<file path="src/rtl/ahb_arbiter.sv">
// Round-robin AHB bus arbiter for up to eight masters. It tracks fixed-length and INCR bursts
// so that the grant moves only at legal transfer boundaries.
module ahb_arbiter #(
    parameter int NUM_MASTERS    = 4,
    parameter int DEFAULT_MASTER = 0
) (
    input  logic                   Hclk,
    input  logic                   Hresetn,
    input  logic [NUM_MASTERS-1:0] Hbusreq,
    input  logic [NUM_MASTERS-1:0] Hlock,
    input  logic [1:0]             Htrans,
    input  logic [2:0]             Hburst,
    input  logic                   Hreadyout,
    output logic [NUM_MASTERS-1:0] Hgrant,
    output logic [3:0]             Hmaster,
    output logic                   Hmastlock
);

    localparam int IDX_W = (NUM_MASTERS > 1) ? $clog2(NUM_MASTERS) : 1;
    localparam logic [IDX_W-1:0] DEF_IDX = IDX_W'(DEFAULT_MASTER);

    localparam logic [1:0] TR_IDLE   = 2'd0;
    localparam logic [1:0] TR_BUSY   = 2'd1;
    localparam logic [1:0] TR_NONSEQ = 2'd2;
    localparam logic [1:0] TR_SEQ    = 2'd3;

    logic [IDX_W-1:0] owner;
    logic [IDX_W-1:0] winner;
    logic [IDX_W-1:0] cand;
    logic             found;
    logic [4:0]       beats;
    logic [4:0]       beats_next;
    logic             incr_act;
    logic             incr_next;
    logic             rearb;

    function automatic logic [4:0] burst_last(input logic [2:0] burst);
        case (burst)
            3'd0, 3'd1: burst_last = 5'd0;
            3'd2, 3'd3: burst_last = 5'd3;
            3'd4, 3'd5: burst_last = 5'd7;
            default:    burst_last = 5'd15;
        endcase
    endfunction

    function automatic logic [NUM_MASTERS-1:0] onehot(input logic [IDX_W-1:0] idx);
        onehot = NUM_MASTERS'(1) << idx;
    endfunction

    // Beat counter and INCR tracking as they will stand after this edge
    always_comb begin
        beats_next = beats;
        incr_next  = incr_act;
        case (Htrans)
            TR_NONSEQ: begin
                beats_next = burst_last(Hburst);
                incr_next  = (Hburst == 3'd1);
            end
            TR_SEQ: begin
                if (beats != 5'd0) beats_next = beats - 5'd1;
            end
            TR_BUSY: begin
                beats_next = beats;
            end
            default: begin
                beats_next = 5'd0;
                incr_next  = 1'b0;
            end
        endcase
    end

    always_comb begin
        rearb = !(Hlock[owner] && Hbusreq[owner])
              && (beats_next == 5'd0)
              && !(incr_next && Hbusreq[owner] && (Htrans != TR_IDLE));
    end

    // Rotating search: the current owner is visited last, so it has the lowest priority
    always_comb begin
        winner = owner;
        found  = 1'b0;
        cand   = owner;
        for (int i = 1; i <= NUM_MASTERS; i++) begin
            cand = IDX_W'((int'(owner) + i) % NUM_MASTERS);
            if (!found && Hbusreq[cand]) begin
                found  = 1'b1;
                winner = cand;
            end
        end
        if (!found) winner = DEF_IDX;
    end

    always_ff @(posedge Hclk or negedge Hresetn) begin
        if (!Hresetn) begin
            owner     <= DEF_IDX;
            Hgrant    <= onehot(DEF_IDX);
            beats     <= 5'd0;
            incr_act  <= 1'b0;
            Hmaster   <= 4'(DEF_IDX);
            Hmastlock <= 1'b0;
        end else if (Hreadyout) begin
            beats     <= beats_next;
            incr_act  <= incr_next;
            Hmaster   <= 4'(owner);
            Hmastlock <= Hlock[owner];
            if (rearb) begin
                owner  <= winner;
                Hgrant <= onehot(winner);
            end
        end
    end

endmodule
</file>
<file path="config.mk">
export PLATFORM = sky130hd
export DESIGN_NAME = ahb_arbiter
export DESIGN_NICKNAME = d
export VERILOG_FILES = /design/src/rtl/ahb_arbiter.sv
export SDC_FILE = /design/constraint.sdc
export NUM_CORES = 1
export LEC_CHECK = 0
export ABC_AREA = 1
export ABC_CLOCK_PERIOD_IN_PS = 1800
export BUFFER_PORTS_ARGS = -buffer_cell sky130_fd_sc_hd__buf_4
export CORE_MARGIN = 4
export CORE_UTILIZATION = 40
export DETAILED_ROUTE_END_ITERATION = 6
export HOLD_SLACK_MARGIN = 0.15
export PLACE_DENSITY = 0.64
export SYNTH_ARGS = -nofsm -noshare
export SYNTH_HDL_FRONTEND = slang
export SYNTH_SLANG_ARGS = --single-unit
export TNS_END_PERCENT = 30
</file>
<file path="constraint.sdc">
create_clock -name Hclk -period 1.8 [get_ports Hclk]
set_clock_uncertainty 0.2 [all_clocks]
set_input_delay 0.36 -clock Hclk [delete_from_list [all_inputs] [get_ports Hclk]]
set_output_delay 0.36 -clock Hclk [all_outputs]
set_load 0.02 [all_outputs]
</file>
==> impl_metrics.ini <==
[logic_synthesis]
synth-xor-area-share = 0.00704
synthAdderAreaFrac = 0.0101
netlist_instances = 174
synth_compound_area_frac = 0.107
synth_top_family_by_area = simple AND/OR/NAND/NOR gates
synthMuxAreaShare = 0
synth_simple_gate_area_frac = 0.478
avgSynthCellArea_um2 = 7.15
synth_warnings = 0
synth-seq-cells = 15
synthDistinctLibCells = 30
ys_seq_area_frac = 0.303
synth_area_um2 = 1240

[critical_path]
crit_arrival_ns = 1.75
crit_fanout = 5
endpoint_kind = register
rr_worst_depth = 13
reg2reg_to = Hgrant[1]$_DFFE_PN0P_
crit_required_ns = 1.77
r2r_start = beats[0]$_DFFE_PN0P_
r2r_slack_ns = 0.02
crit_path_start_kind = register
crit_type = register to register

[global_route]
track_usage = 0.135
grt_pass1_vias = 1099
grt_max_degree = 16
grt.overflow.total = 0
antenna_found_initial = 0
grt_pass1_wl_um = 4490

[route]
drc = 0
drtIter0Drc = 68
ant_nets = 0
routed_wl_um = 2610
wl_met3_um = 83
wl_per_cell_um = 11.0
num_vias = 1166
routed.top_layer = met4
wl_met1_um = 1110
dr_wl_met2_um = 1380
first_pass_iters = 4
vias_per_cell = 4.90

[clock_network]
root_buffer = clkbuf_4
clkTransAtPathRegs_ns = 0.08
numCtsBuffers = 3
cts_tree = done
cts-htree-levels = 1
clock-sinks = 15
clock_latency_ns = 0.27
cts_buffer_depth = 2

[sta]
min_period_over_period = 0.990
grt_setup_unrepaired = yes
finalSetupViolCount = 0
min_period_ns = 1.78
max_freq_ghz = 0.561
hold_viol = 0
slew_viol_final = 0

[floorplan]
ioPinCount = 25
die_y_um = 63.8
fp.coreArea_um2 = 2850
chipWidth_um = 63.8
dieArea_um2 = 4070
rows = 19
initial_core_util = 0.436

[worst_hold_path]
min_path_cells = 3
hold-path-endpoint = beats[4]$_DFFE_PN0P_
min_from = Htrans[0]
min_path_type = primary input to register

[run_status]
status = complete, no violations

[power_and_ir_drop]
seq_power_share = 0.237
ir_drop_uv = 999
p_int_w = 0.00114
leakagePower_nw = 0.806
cellPowerDensity_nw_per_um2 = 1460
swShare = 0.504
p_clk_frac = 0.078
switchingPower_w = 0.00116
power_frac_comb = 0.685

[cells_and_area]
post-route-util = 0.553
area_delta_synth_final_pct = 26.7
layout_commonest_cell = nand2_1
drive_above_1_share = 0.420
layout_common_cells = nand2_1, buf_4, nand2_2, nand3_1, dfrtp_1
nFillCells = 274
final_area_um2 = 1580
antenna_cells = 0
nNetsFinal = 225

[place]
dpl-instance-area_um2 = 1460
place.gp.congestion = 0.841
dpl.hpwl_um = 2120
io_buffers = 22

[run]
max-cap-violations = 0
[metrics by stage]
step	setup TNS, ns	setup WS [ns]	cells	hold WS [ns]	power [W]
floorplan	0	0.00646	175	-0.136	0.00169
finish	0	0.0179	238	0.234	0.00230
CTS	-0.00986	-0.00687	238	0.219	0.00227
detailed placement	-0.375	-0.0842	230	0.0261	0.00203
global route	-0.571	-0.103	238	0.241	0.00253
global placement	-0.0256	-0.00949	230	0.0295	0.00201
[layer usage]
layer  up-vias  global-route usage
met1       523               0.160
met3         4              0.0245
met5         -                   0
li1        619                   -
met2        20               0.239
met4         0              0.0539
[power groups by stage]
stage | Combinational, W | Clock [W] | Sequential, W
final | 0.00158 | 0.000181 | 0.000544
after global routing | 0.00175 | 0.000215 | 0.000562
after CTS | 0.00154 | 0.000193 | 0.000543
after detailed placement | 0.00149 | 0 | 0.000545
after global placement | 0.00147 | 0 | 0.000544
after floorplan | 0.00110 | 0 | 0.000586
[state kept, by name, summed over array words and instances (netlist names)]
signal	cells
Hmaster	2
owner	2
incr_act	1
Hgrant	4
beats	5
Hmastlock	1
[synth_stat cells]
library cell	n	area (µm²)
dfrtp_1	14	350
nor2_1	5	18.8
nand3_4	1	17.5
o21ai_2	1	8.76
inv_1	8	30.0
nor2_8	1	20.0
a21oi_1	4	20.0
a21boi_1	1	7.51
inv_4	2	12.5
nand3_2	3	30.0
o21ai_1	5	25.0
nand2_2	21	131
nor2_4	4	45.0
o21ai_0	8	40.0
conb_1	1	3.75
nor2_2	3	18.8
clkbuf_1	1	3.75
ha_1	1	12.5
nand4_1	2	12.5
xor2_1	1	8.76
buf_4	2	15.0
clkinv_2	1	5.00
o21a_4	1	15.0
nand3b_2	1	11.3
a21oi_4	1	16.3
buf_6	2	22.5
nand3_1	19	95.1
inv_2	7	26.3
dfstp_2	1	26.3
nand2_1	52	195
[layout make-up]
cell class              instances  area [µm²]  area share
multi-input cells             138         815       0.516
inverters                      18        73.8      0.0468
clock buffers                   4        26.3      0.0167
well taps                      31        38.8      0.0246
repair buffers                 32         245       0.155
flip-flops and latches         15         379       0.240
[what timing repair did]
| action | CTS | global route |
|---|---|---|
| resized for setup | 5 | 5 |
| buffers inserted | 1 | 0 |
| endpoints found under the setup margin | 6 | 6 |
| cloned | 1 | 0 |
| hold buffers | 2 | 0 |
| hold endpoints to repair | 18 | 0 |
| pin swaps | 2 | 3 |
[critical path, stage by stage (launching register included)]
cell	delay, ns
dfrtp_1	0.39
inv_2	0.08
ha_4	0.17
inv_1	0.05
nand2_1	0.05
nand2_1	0.07
nand3_2	0.08
nand2_2	0.08
nor2_4	0.10
nand3_4	0.11
nor2_8	0.14
inv_4	0.05
nand2_1	0.06
nand2_1	0.05
[worst max path at each step]
stage	slack [ns]	endpoint	startpoint
after floorplan	0.006	Hgrant[2]$_DFFE_PN0P_	beats[1]$_DFFE_PN0P_
after global placement	-0.009	Hgrant[2]$_DFFE_PN0P_	beats[0]$_DFFE_PN0P_
after detailed placement	-0.08	Hgrant[1]$_DFFE_PN0P_	beats[0]$_DFFE_PN0P_
after CTS	-0.007	Hgrant[1]$_DFFE_PN0P_	beats[0]$_DFFE_PN0P_
after global routing	-0.10	Hgrant[3]$_DFFE_PN0P_	owner[0]$_DFFE_PN0P_
final	0.02	Hgrant[1]$_DFFE_PN0P_	beats[0]$_DFFE_PN0P_
[cell families (layout without fill, tap and decap cells)]
logic type / after synthesis / count (layout)
flops: 15 / 15
compound gates: 21 / 21
simple gates: 112 / 113
other cells: 1 / 2
xor+xnor: 1 / 1
buf+inv: 23 / 54
fa+ha+maj: 1 / 1
(Power assumes the default switching activity.)
